<file path="src/rtl/i2c_pkg.sv">
// Shared I2C definitions: receive FSM state encoding, byte width and the
// default slave address used by both the front end and the slave controller.
package i2c_pkg;

    localparam int BYTE_BITS = 8;

    localparam logic [6:0] I2C_SLAVE_ADDR = 7'b1111000;

    typedef logic [1:0] i2c_state_t;

    localparam i2c_state_t IDLE     = 2'd0;
    localparam i2c_state_t RX       = 2'd1;
    localparam i2c_state_t WAIT_ACK = 2'd2;
    localparam i2c_state_t ACK      = 2'd3;

endpackage

</file>
<file path="src/rtl/i2c_sync_edge.sv">
// Pin synchronizer with edge detect: a SYNC_STAGES-deep flop chain brings the
// raw pin into the clk domain, one more flop holds the previous synchronized
// value, and rise/fall are the combinational compare of the two.
module i2c_sync_edge #(
    parameter int SYNC_STAGES = 2
) (
    input  logic clk,
    input  logic rst,
    input  logic pin,
    output logic synced,
    output logic prev,
    output logic rise,
    output logic fall
);

    logic [SYNC_STAGES-1:0] chain;

    // Shift the pin through the chain; idle bus is high, so reset to ones.
    always_ff @(posedge clk or posedge rst) begin
        if (rst) begin
            chain <= '1;
            prev  <= 1'b1;
        end else begin
            chain <= {chain[SYNC_STAGES-2:0], pin};
            prev  <= chain[SYNC_STAGES-1];
        end
    end

    assign synced = chain[SYNC_STAGES-1];
    assign rise   = synced & ~prev;
    assign fall   = ~synced & prev;

endmodule

</file>
<file path="src/rtl/i2c_rx_front_end.sv">
// I2C receive front end: synchronizes scl/sda, detects START/STOP and scl
// edges, deserializes bytes MSB-first, decodes the address byte and frames
// the ACK slot. Observes the bus only; sda is never driven from here.
module i2c_rx_front_end
    import i2c_pkg::*;
#(
    parameter logic [6:0] SLAVE_ADDR  = I2C_SLAVE_ADDR,
    parameter int         SYNC_STAGES = 2
) (
    input  logic       clk,
    input  logic       rst,
    input  logic       scl,
    input  logic       sda_in,
    output logic       start_found,
    output logic       stop_found,
    output logic       rising_scl,
    output logic       falling_scl,
    output logic       byte_received,
    output logic [7:0] rx_data,
    output logic       addr_byte,
    output logic       address_match,
    output logic       rw_mode,
    output logic       ack_window,
    output logic       ack_sampled
);

    logic scl_s, scl_p, scl_rise, scl_fall;
    logic sda_s, sda_rise, sda_fall;
    // sda's previous value is already folded into its rise/fall pulses.
    logic sda_p_unused;

    i2c_sync_edge #(.SYNC_STAGES(SYNC_STAGES)) u_scl_sync (
        .clk    (clk),
        .rst    (rst),
        .pin    (scl),
        .synced (scl_s),
        .prev   (scl_p),
        .rise   (scl_rise),
        .fall   (scl_fall)
    );

    i2c_sync_edge #(.SYNC_STAGES(SYNC_STAGES)) u_sda_sync (
        .clk    (clk),
        .rst    (rst),
        .pin    (sda_in),
        .synced (sda_s),
        .prev   (sda_p_unused),
        .rise   (sda_rise),
        .fall   (sda_fall)
    );

    // sda may only signal a condition while scl was high in both the current
    // and previous synchronized cycle; a simultaneous scl edge suppresses it.
    logic scl_stable_hi, start_c, stop_c;
    assign scl_stable_hi = scl_s & scl_p;
    assign start_c       = scl_stable_hi & sda_fall;
    assign stop_c        = scl_stable_hi & sda_rise;

    i2c_state_t           state;
    logic [3:0]           bit_cnt;
    logic                 first;
    logic [BYTE_BITS-1:0] shift;
    logic [BYTE_BITS-1:0] shift_nxt;
    logic                 last_bit;

    assign shift_nxt = {shift[BYTE_BITS-2:0], sda_s};
    assign last_bit  = (bit_cnt == 4'(BYTE_BITS - 1));

    // Receive FSM plus registered pulse outputs; START/STOP override any state.
    always_ff @(posedge clk or posedge rst) begin
        if (rst) begin
            state         <= IDLE;
            bit_cnt       <= '0;
            first         <= 1'b0;
            shift         <= '0;
            start_found   <= 1'b0;
            stop_found    <= 1'b0;
            rising_scl    <= 1'b0;
            falling_scl   <= 1'b0;
            byte_received <= 1'b0;
            addr_byte     <= 1'b0;
            rx_data       <= 8'h00;
            address_match <= 1'b0;
            rw_mode       <= 1'b0;
            ack_window    <= 1'b0;
            ack_sampled   <= 1'b1;
        end else begin
            start_found   <= start_c;
            stop_found    <= stop_c;
            rising_scl    <= scl_rise;
            falling_scl   <= scl_fall;
            byte_received <= 1'b0;
            addr_byte     <= 1'b0;
            if (start_c) begin
                state         <= RX;
                bit_cnt       <= '0;
                first         <= 1'b1;
                ack_window    <= 1'b0;
                address_match <= 1'b0;
            end else if (stop_c) begin
                state         <= IDLE;
                ack_window    <= 1'b0;
                address_match <= 1'b0;
            end else begin
                case (state)
                    RX: begin
                        if (scl_rise) begin
                            shift   <= shift_nxt;
                            bit_cnt <= bit_cnt + 4'd1;
                            if (last_bit) begin
                                rx_data       <= shift_nxt;
                                byte_received <= 1'b1;
                                addr_byte     <= first;
                                if (first) begin
                                    address_match <= (shift_nxt[7:1] == SLAVE_ADDR);
                                    rw_mode       <= shift_nxt[0];
                                    first         <= 1'b0;
                                end
                                state <= WAIT_ACK;
                            end
                        end
                    end
                    WAIT_ACK: begin
                        if (scl_fall) begin
                            ack_window <= 1'b1;
                            state      <= ACK;
                        end
                    end
                    ACK: begin
                        // Entered on a fall, so the next fall closes the 9th bit.
                        if (scl_rise) ack_sampled <= sda_s;
                        if (scl_fall) begin
                            ack_window <= 1'b0;
                            bit_cnt    <= '0;
                            state      <= address_match ? RX : IDLE;
                        end
                    end
                    default: state <= IDLE;
                endcase
            end
        end
    end

endmodule
</file>
<file path="config.mk">
export PLATFORM = sky130hd
export DESIGN_NAME = i2c_rx_front_end
export DESIGN_NICKNAME = d
export VERILOG_FILES = /design/src/rtl/i2c_pkg.sv /design/src/rtl/i2c_sync_edge.sv /design/src/rtl/i2c_rx_front_end.sv
export SDC_FILE = /design/constraint.sdc
export NUM_CORES = 1
export LEC_CHECK = 0
export ABC_CLOCK_PERIOD_IN_PS = 1550
export CAP_MARGIN = 30
export CORE_AREA = 2 2 61 63
export DETAILED_ROUTE_END_ITERATION = 16
export DIE_AREA = 0 0 63 65
export PLACE_DENSITY_LB_ADDON = 0.2
export SLEW_MARGIN = 20
export SYNTH_ARGS = -nofsm -noshare
export SYNTH_HDL_FRONTEND = slang
export SYNTH_SLANG_ARGS = --single-unit
</file>
<file path="constraint.sdc">
create_clock -name clk -period 1.55 [get_ports clk]
set_input_delay 0.155 -clock clk [delete_from_list [all_inputs] [get_ports clk]]
set_output_delay 0.155 -clock clk [all_outputs]
set_load 0.03 [all_outputs]
</file>
==> results.sh <==
export IMPL_busiest_layer="met2"
export IMPL_layout_drive_gt1_share=0.4854
export IMPL_grtUsageTotal=0.1597
export IMPL_synth_top_area_share=0.4932
export IMPL_cts_tree="yes"
export IMPL_fmax_ghz=0.5860
export IMPL_finalHoldViolCount=0
export IMPL_synth_edf_count=0
export IMPL_htree_levels=2
export IMPL_dp_hpwl_um=2045
export IMPL_gr_usage_met2=0.2686
export IMPL_cap_violations=0
export IMPL_viasPerCell=4.922
export IMPL_vias=1078
export IMPL_insertion_delay_ns=0.33
export IMPL_postSynthCellCount=121
export IMPL_ys_seq_area_frac=0.6102
export IMPL_async_reset_ff_frac=1.000
export IMPL_skew_ns=0.009167
export IMPL_yosys_top_cells_count="31 x dfrtp_1, 17 x mux2_2, 9 x nand2_1, 8 x nor2_1, 7 x dfstp_2"
export IMPL_grt_pass1_wl_um=5037
export IMPL_design_die_area_um2=4095
export IMPL_worst_endpoint_arrival_ns=1.95
export IMPL_setup_tns_ns=-1.112
export IMPL_synth_most_common_cell="dfrtp_1"
export IMPL_criticalPathCategory="register to register"
export IMPL_fill_cells=270
export IMPL_cp_end_kind="register"
export IMPL_num_rows=22
export IMPL_grt_max_degree=39
export IMPL_total_power_w=0.003029
export IMPL_cp_start_kind="register"
export IMPL_ant_nets=0
export IMPL_finalCritPeriodShare=1.101
export IMPL_ys_warn_count=0
export IMPL_cts_hold_buf=0
export IMPL_cts_sinks=38
export IMPL_portBuffers=21
export IMPL_met1_usage=0.2000
export IMPL_syn_nets=129
export IMPL_path_clk_slew_ns=0.11
export IMPL_drt_iter0_markers=26
export IMPL_wl_um=3137
export IMPL_diodes=0
export IMPL_fp_dieH_um=65
export IMPL_syn_area_um2=1573
export IMPL_p_leak_nw=1.182
export IMPL_fin_util=0.6407
export IMPL_setup_viol=13
export IMPL_area_growth_syn_to_layout_pct=42.40
export IMPL_rsz0062_at_grt="yes"
export IMPL_synth_ff_type="dfrtp_1"
export IMPL_synth_top_area_cell="dfrtp_1"
export IMPL_core_um2=3496
export IMPL_first_global_vias=1124
export IMPL_postSynthAreaPerCell_um2=13.00
export IMPL_grt_ovfl_total=0
export IMPL_ys_types=29
export IMPL_cp_max_fo=5
export IMPL_ir_drop_uv=633.2
export IMPL_yosys_register_bits=38
export IMPL_dr_pass1_iters=4
export IMPL_use_met3=0.04514
export IMPL_power_density_nw_per_um2=1352
export IMPL_cp_required_ns=1.79
export IMPL_min_path_type="input port to asynchronous set/reset pin"
export IMPL_relSlewSlack=0.7776
export IMPL_initial_core_util=0.4499
export IMPL_postLayoutSetupSlackWorst_ns=-0.1564
export IMPL_fin_nets=178
export IMPL_numCtsBuffers=5
export IMPL_cts_root_buf="clkbuf_4"
export IMPL_antenna_found_initial=0
export IMPL_drc_errors=0
export IMPL_ios=22
export IMPL_ys_top_cells_by_area="dfrtp_1 49%, mux2_2 12%, dfstp_2 12%, ha_1 3.2%, nand2_1 2.1%"
export IMPL_worstMarginPinSlew_ns=0.3289
export IMPL_clock_path_buffers=2
export IMPL_gp_congestion=0.7880
export IMPL_die_w_um=63
export IMPL_failed_checks="negative setup slack"
export IMPL_wl_per_cell_um=14.32
export IMPL_period_minus_slack_ns=1.706
export IMPL_outcome="complete, but fails checks"
export IMPL_drv_slew=0
[logic make-up after synthesis]
logic type / after synthesis / share of synthesized area
DFF: 38 / 0.6102
AOI/OAI and AO/OA: 18 / 0.07320
and+or+nand+nor: 34 / 0.1329
xor gates and xnor gates: 1 / 0.005570
buffers and inverters: 9 / 0.02466
muxes: 17 / 0.1217
adders and majority gates: 4 / 0.03182
[timing repair]
item	in CTS	in global routing
buffers inserted	2	6
gates resized for setup	10	38
endpoints found under the setup margin	13	34
pin swaps	0	10
[critical path, stage by stage, from the launching register on]
cell      delay [ns]
dfrtp_2         0.47
inv_1           0.11
ha_4            0.19
nor4b_4         0.31
a221o_1         0.24
o221ai_2        0.09
a22oi_1         0.21
[report_power, final]
part / switching [W] / internal [W]
combinational: 0.000582 / 0.000587
clock: 0.000303 / 0.000220
sequential: 0.000159 / 0.00118
[area by class of cell]
class                           count  area (um2)  share of cell area
Sequential cell                    38       962.2              0.4296
Multi-Input combinational cell     74       690.7              0.3084
Timing Repair Buffer               46       447.9              0.2000
Tap cell                           48       60.06             0.02682
Clock buffer                        7       55.05             0.02458
Inverter                            5       18.77            0.008380
Clock inverter                      1       5.005            0.002235
[metal layers]
metal / routed length, um / up-vias
met5: 0 / -
met4: 8 / 0
met3: 105 / 2
met2: 1582 / 21
met1: 1441 / 533
li1: - / 522
[through the flow]
step	cells	hold WS, ns	area (um2)	setup slack, ns
after floorplan	121	0.1595	1575	0.002284
after global placement	205	0.3453	1978	-0.08138
after detailed placement	205	0.3468	1978	-0.1565
after CTS	215	0.1641	2073	-0.1338
after global routing	219	0.1653	2240	-0.1944
final	219	0.1647	2240	-0.1564
[registers in the layout, indices dropped and copies added (netlist names), 2 cells and up]
register / flops
u_scl_sync.chain: 2
shift: 7
rx_data: 8
u_sda_sync.chain: 2
bit_cnt: 4
state: 2
[path summary, 6_finish.rpt]
path / from / to / slack [ns] / cells after the start
max in group asynchronous: rst / u_scl_sync.chain[0] / 1.13 / 3
min reg2reg: u_scl_sync.chain[0] / u_scl_sync.chain[1] / 0.36 / 0
min: rst / shift[4] / 0.16 / 3
max: state[0] / state[0] / -0.16 / 6
min in group clk: sda_in / u_sda_sync.chain[0] / 0.23 / 1
max reg2reg: state[0] / state[0] / -0.16 / 6
[placed cells by master, fill, tap and decap left out, types with 2 or more instances in the layout]
master           synthesis  routed
a21oi_1                  4       3
mux2_2                  17      17
nor3b_1                  3       3
inv_1                    5       4
ha_4                     0       3
buf_4                    0      21
nand3b_1                 4       4
o21ai_1                  0       3
clkbuf_4                 0       5
dfrtp_1                 31      29
nand2_2                  0       4
nor2b_2                  1       2
dfstp_2                  7       7
o21ai_0                  6       2
clkdlybuf4s50_1          0       9
nor2_1                   8       4
dfrtp_2                  0       2
nand2_1                  9       5
nand3_1                  2       2
buf_6                    0       3
dlymetal6s2s_1           0      11
nor2_2                   0       3
No activity file was read; power rests on OpenSTA's default activity.
